### src/rtl/rx_ctrl.sv
// rx_ctrl: USRT receive sequencer. It deserialises frames and drives the Rx data register push/pop strobes.
// Optional parity stage is compiled in with `define USRT_RX_PARITY_EN.
module rx_ctrl #(
    parameter int DATA_BITS  = 8,
    parameter int LSB_FIRST  = 1,
    parameter int ODD_PARITY = 0
) (
    input  logic       i_Pclk,
    input  logic       i_Reset,
    input  logic       i_Enable,
    input  logic       i_SclkRise,
    input  logic       i_RxBit,
    input  logic       i_Full,
    input  logic       i_Read,
    input  logic       i_ClrErr,
    output logic [7:0] o_Data,
    output logic       o_Push,
    output logic       o_Pop,
    output logic       o_Overrun,
    output logic       o_FrameErr,
    output logic       o_ParityErr,
    output logic       o_Busy,
    output logic       o_Irq
);

    typedef enum logic [2:0] {
        S_IDLE,
        S_DATA,
        S_PARITY,
        S_STOP,
        S_DELIVER
    } state_t;

    localparam logic [2:0] LAST_BIT = 3'(DATA_BITS - 1);

    if (DATA_BITS < 5 || DATA_BITS > 8 || LSB_FIRST > 1 || ODD_PARITY > 1) begin : g_bad_params
        $error("rx_ctrl: illegal parameter value");
    end

    state_t                 state_q, state_d;
    logic [2:0]             bit_cnt_q, bit_cnt_d;
    logic [DATA_BITS-1:0]   shift_q, shift_d;
    logic [7:0]             data_d;
    logic                   overrun_set;
    logic                   frame_err_set;

`ifdef USRT_RX_PARITY_EN
    logic                   par_bad_q, par_bad_d;
    logic                   parity_err_set;
    logic                   parity_mismatch;

    // Data ones plus received parity bit must match the configured sense.
    assign parity_mismatch = ((^shift_q) ^ i_RxBit) != ODD_PARITY[0];
`endif

    // NOTE: every variable written here gets a default first, so no path can infer a latch.
    always_comb begin
        state_d       = state_q;
        bit_cnt_d     = bit_cnt_q;
        shift_d       = shift_q;
        data_d        = o_Data;
        overrun_set   = 1'b0;
        frame_err_set = 1'b0;
        o_Push        = 1'b0;
        o_Pop         = i_Read & i_Full;
`ifdef USRT_RX_PARITY_EN
        par_bad_d      = par_bad_q;
        parity_err_set = 1'b0;
`endif

        if (!i_Enable && state_q != S_DELIVER) begin
            state_d = S_IDLE;
        end else begin
            case (state_q)
                S_IDLE: begin
                    if (i_SclkRise && !i_RxBit) begin
                        state_d   = S_DATA;
                        bit_cnt_d = 3'd0;
                        shift_d   = '0;
`ifdef USRT_RX_PARITY_EN
                        par_bad_d = 1'b0;
`endif
                    end
                end

                S_DATA: begin
                    if (i_SclkRise) begin
                        if (LSB_FIRST != 0) begin
                            shift_d = {i_RxBit, shift_q[DATA_BITS-1:1]};
                        end else begin
                            shift_d = {shift_q[DATA_BITS-2:0], i_RxBit};
                        end
                        bit_cnt_d = bit_cnt_q + 3'd1;
                        if (bit_cnt_q == LAST_BIT) begin
`ifdef USRT_RX_PARITY_EN
                            state_d = S_PARITY;
`else
                            state_d = S_STOP;
`endif
                        end
                    end
                end

`ifdef USRT_RX_PARITY_EN
                S_PARITY: begin
                    if (i_SclkRise) begin
                        if (parity_mismatch) begin
                            parity_err_set = 1'b1;
                            par_bad_d      = 1'b1;
                        end
                        state_d = S_STOP;
                    end
                end
`endif

                S_STOP: begin
                    if (i_SclkRise) begin
                        if (i_RxBit) begin
                            state_d = S_DELIVER;
                            data_d  = 8'(shift_q);
                        end else begin
                            frame_err_set = 1'b1;
                            state_d       = S_IDLE;
                        end
                    end
                end

                S_DELIVER: begin
                    // A pending CPU pop frees the register first; the push follows next cycle.
                    if (i_Read && i_Full) begin
                        state_d = S_DELIVER;
`ifdef USRT_RX_PARITY_EN
                    end else if (par_bad_q) begin
                        state_d = S_IDLE;
`endif
                    end else if (!i_Full) begin
                        o_Push  = 1'b1;
                        state_d = S_IDLE;
                    end else begin
                        overrun_set = 1'b1;
                        state_d     = S_IDLE;
                    end
                end

                default: state_d = S_IDLE;
            endcase
        end
    end

    // NOTE: sequential state uses non-blocking assignments so every register samples pre-edge values.
    always_ff @(posedge i_Pclk or posedge i_Reset) begin
        if (i_Reset) begin
            state_q    <= S_IDLE;
            bit_cnt_q  <= 3'd0;
            shift_q    <= '0;
            o_Data     <= 8'h00;
            o_Overrun  <= 1'b0;
            o_FrameErr <= 1'b0;
        end else begin
            state_q    <= state_d;
            bit_cnt_q  <= bit_cnt_d;
            shift_q    <= shift_d;
            o_Data     <= data_d;
            o_Overrun  <= overrun_set   | (o_Overrun  & ~i_ClrErr);
            o_FrameErr <= frame_err_set | (o_FrameErr & ~i_ClrErr);
        end
    end

`ifdef USRT_RX_PARITY_EN
    always_ff @(posedge i_Pclk or posedge i_Reset) begin
        if (i_Reset) begin
            par_bad_q   <= 1'b0;
            o_ParityErr <= 1'b0;
        end else begin
            par_bad_q   <= par_bad_d;
            o_ParityErr <= parity_err_set | (o_ParityErr & ~i_ClrErr);
        end
    end
`else
    assign o_ParityErr = 1'b0;
`endif

    assign o_Busy = (state_q != S_IDLE);
    assign o_Irq  = i_Full | o_Overrun | o_FrameErr | o_ParityErr;

endmodule

### config.mk
export PLATFORM = sky130hd
export DESIGN_NAME = rx_ctrl
export DESIGN_NICKNAME = d
export VERILOG_FILES = /design/src/rtl/rx_ctrl.sv
export SDC_FILE = /design/constraint.sdc
export NUM_CORES = 1
export LEC_CHECK = 0
export ABC_AREA = 1
export BUFFER_PORTS_ARGS = -buffer_cell sky130_fd_sc_hd__buf_2
export CAP_MARGIN = 30
export CORE_MARGIN = 2
export CORE_UTILIZATION = 44
export CTS_CLUSTER_DIAMETER = 40
export DETAILED_ROUTE_END_ITERATION = 8
export PLACE_DENSITY_LB_ADDON = 0.15
export SLEW_MARGIN = 10
export SYNTH_ARGS = -nofsm -noshare
export SYNTH_HDL_FRONTEND = slang
export SYNTH_SLANG_ARGS = --single-unit
### constraint.sdc
create_clock -name i_Pclk -period 1.6 [get_ports i_Pclk]
set_input_delay 0.32 -clock i_Pclk [delete_from_list [all_inputs] [get_ports i_Pclk]]
set_output_delay 0.32 -clock i_Pclk [all_outputs]
set_load 0.03 [all_outputs]
==> flow_metrics.env <==
export IMPL_status="complete, no violations"
export IMPL_cts_path_max_buffers=2
export IMPL_dr_first_iter_drc_count=7
export IMPL_slowest_delay_ns=0.42
export IMPL_layout_drive_gt1_share_pct=24.2
export IMPL_final_max_slew_viol_count=0
export IMPL_area_growth_pct=18.0
export IMPL_reg2reg_slack_ns=0.20
export IMPL_crit_type="reg2out"
export IMPL_antenna_found_initial=0
export IMPL_crit_path_end_kind="output pin"
export IMPL_clkLatencyLatePin_ns=0.32
export IMPL_yosysTopAreaCellShare_pct=53.0
export IMPL_drcViolationCount=0
export IMPL_grt_pass1_vias=797
export IMPL_cts_tree="done"
export IMPL_wl_um=2150
export IMPL_gr_total_overflow=0
export IMPL_grt_busiest_layer="met2"
export IMPL_cp_cell_sequence="nor2_2 > nand2_2 > nor2_2 > buf_4"
export IMPL_r2r_end="shift_q[5]$_DFFE_PP0P_"
export IMPL_antenna_cells=0
export IMPL_fin_crit_sh_pct=96.0
export IMPL_postCtsHoldBufs=0
export IMPL_post_dp_hpwl_um=1490
export IMPL_vias=917
export IMPL_syn_inst=136
export IMPL_required_ns=1.28
export IMPL_setup_viol=0
export IMPL_synth_simple_area_share_pct=33.3
export IMPL_ys_warn_count=0
export IMPL_cp_arrival_ns=1.22
export IMPL_initial_core_util_pct=46.1
export IMPL_finalHoldViolations=0
export IMPL_worstPathMaxFanout=4
export IMPL_slowest_stage="dfrtp_1"
export IMPL_clkSinkCount=24
export IMPL_seq_area_frac_synth_pct=53.0
export IMPL_grt_max_degree=25
export IMPL_r2r_start="state_q[1]$_DFFE_PP0P_"
export IMPL_power_leakage_uw=0.000791
export IMPL_peakVddDrop_mv=0.458
export IMPL_die_area_um2=3000
export IMPL_dp_cells=185
export IMPL_hp_class="in2async"
export IMPL_met3_usage_pct=2.46
export IMPL_final_nets=172
export IMPL_io_pins=23
export IMPL_syn_avg_cell_area_um2=8.33
export IMPL_die_y_um=54.7
export IMPL_crit_top_cell="nor2_2"
export IMPL_finClkSkew_ns=0.00974
export IMPL_gp_congestion=0.734
export IMPL_avgRoutedWirePerCell_um=11.2
export IMPL_syn_area_um2=1130
export IMPL_grt_pass1_wl_um=3510
export IMPL_layout_commonest_cell="nand2_1"
export IMPL_clkTransAtPathRegs_ns=0.14
export IMPL_cp_start_kind="flip-flop"
export IMPL_cts_buffers=3
export IMPL_viasPerCell=4.80
export IMPL_synthMuxAreaShare_pct=0
export IMPL_synth_area_leaders="dfrtp_1 53%, nand2_1 16%, nand3_1 8.8%"
export IMPL_finalCriticalPeriod_ns=1.54
export IMPL_synth_fa_ha_area_share_pct=2.21
export IMPL_io_buffers=21
export IMPL_synth_compound_area_share_pct=4.09
export IMPL_grtUsageTotal_pct=16.1
export IMPL_fp_dieW_um=54.7
export IMPL_fmax_mhz=651
export IMPL_final_cell_mix="47 x nand2_1, 24 x dfrtp_1, 20 x nand3_1, 20 x buf_2, 13 x inv_1"
export IMPL_drt_pass1_iter_count=4
export IMPL_drv_cap=0
export IMPL_use_met2_pct=25.0
export IMPL_setup_tns_ns=0
export IMPL_synthXorXnorAreaFrac_pct=0
export IMPL_yosys_area_top_type="dfrtp_1"
export IMPL_ys_seq_elements=24
export IMPL_use_met1_pct=22.8
export IMPL_synth_distinct_cells=19
export IMPL_p_per_area_nw_per_um2=887
export IMPL_clock_tree_root_cell="clkbuf_4"
export IMPL_design_core_area_um2=2450
export IMPL_synth_top_family_by_area="simple AND/OR/NAND/NOR gates"
export IMPL_reg2reg_depth=7
export IMPL_cts_max_level=1
export IMPL_rows=18
export IMPL_syn_nets=146
export IMPL_antenna_left=0
export IMPL_fin_cells=191
[critical path, delay by kind of cell, from the launching register on]
kind | cells | cell delay [ns]
and+or+nand+nor | 3 | 0.33
DFF | 1 | 0.42
buffers and inverters | 1 | 0.16
[metrics by stage]
stage | hold WS (ns) | worst slack, ns | area [um^2] | util (%) | power (uW)
6_report | 0.0156 | 0.0644 | 1340 | 54.4 | 1180
3_5_place_dp | 0.376 | 0.296 | 1260 | 51.3 | 749
2_1_floorplan | 0.335 | 0.221 | 1130 | - | 720
4_1_cts | 0.0154 | 0.0299 | 1330 | 54.1 | 1200
3_3_place_gp | 0.376 | 0.324 | 1260 | 51.3 | 747
5_1_grt | 0.0391 | -0.0175 | 1340 | 54.4 | 1240
[power breakdown]
part / leakage [uW] / switching [uW] / internal, uW
clock network: 0.0000279 / 187 / 253
registers: 0.000333 / 8.99 / 619
logic: 0.000430 / 81.2 / 34.4
total: 0.000791 / 277 / 907
[worst max-delay path by stage]
stage | endpoint | startpoint | cells past startpoint
floorplan | o_Push | state_q[0]$_DFFE_PP0P_ | 3
global placement | o_Push | state_q[0]$_DFFE_PP0P_ | 4
detailed placement | state_q[0]$_DFFE_PP0P_ | state_q[0]$_DFFE_PP0P_ | 5
CTS | o_Push | state_q[0]$_DFFE_PP0P_ | 4
global route | o_Push | state_q[0]$_DFFE_PP0P_ | 4
finish | o_Push | state_q[0]$_DFFE_PP0P_ | 4
[metal layers]
layer  wire length, um  share of wire (%)
met1              1090                 51
met2               988                 46
met3                47                2.2
met4                23                1.1
met5                 0                  0
[cell usage after synthesis]
| library cell | number |
|---|---|
| nand3_1 | 20 |
| nand2_1 | 48 |
| buf_6 | 1 |
| nor2_8 | 1 |
| buf_2 | 1 |
| nor2_1 | 6 |
| nand2_4 | 1 |
| inv_1 | 13 |
| o21ai_1 | 3 |
| o21ai_0 | 5 |
| buf_4 | 2 |
| nand4_1 | 1 |
| o22ai_1 | 1 |
| nor3_1 | 1 |
| dfrtp_1 | 24 |
| conb_1 | 1 |
| nand2_2 | 3 |
| ha_1 | 2 |
| nor2_2 | 2 |
[registers in the layout (all words and copies together), names as in the netlist]
name        cells
o_Data          8
shift_q         8
bit_cnt_q       3
state_q         3
o_FrameErr      1
o_Overrun       1
[repair_timing]
item / CTS / global route
resized for setup: 1 / 3
setup buffers: 2 / 0
endpoints found under the setup margin: 1 / 1
[cell type report]
| cell class | count | area (um^2) |
|---|---|---|
| clock inverters | 1 | 30.0 |
| multi-input cells | 95 | 459 |
| inverters | 13 | 48.8 |
| flip-flops and latches | 24 | 601 |
| well taps | 30 | 37.5 |
| clock buffers | 3 | 22.5 |
| fillers | 232 | 1120 |
| repair buffers | 25 | 138 |
[cells by family (layout without fill, tap and decap cells)]
logic type	after synthesis	after routing
fa+ha+maj	2	2
simple gates	83	83
flops	24	24
other cells	1	1
compound gates	9	9
buf+inv	17	42
(Power assumes the default switching activity.)
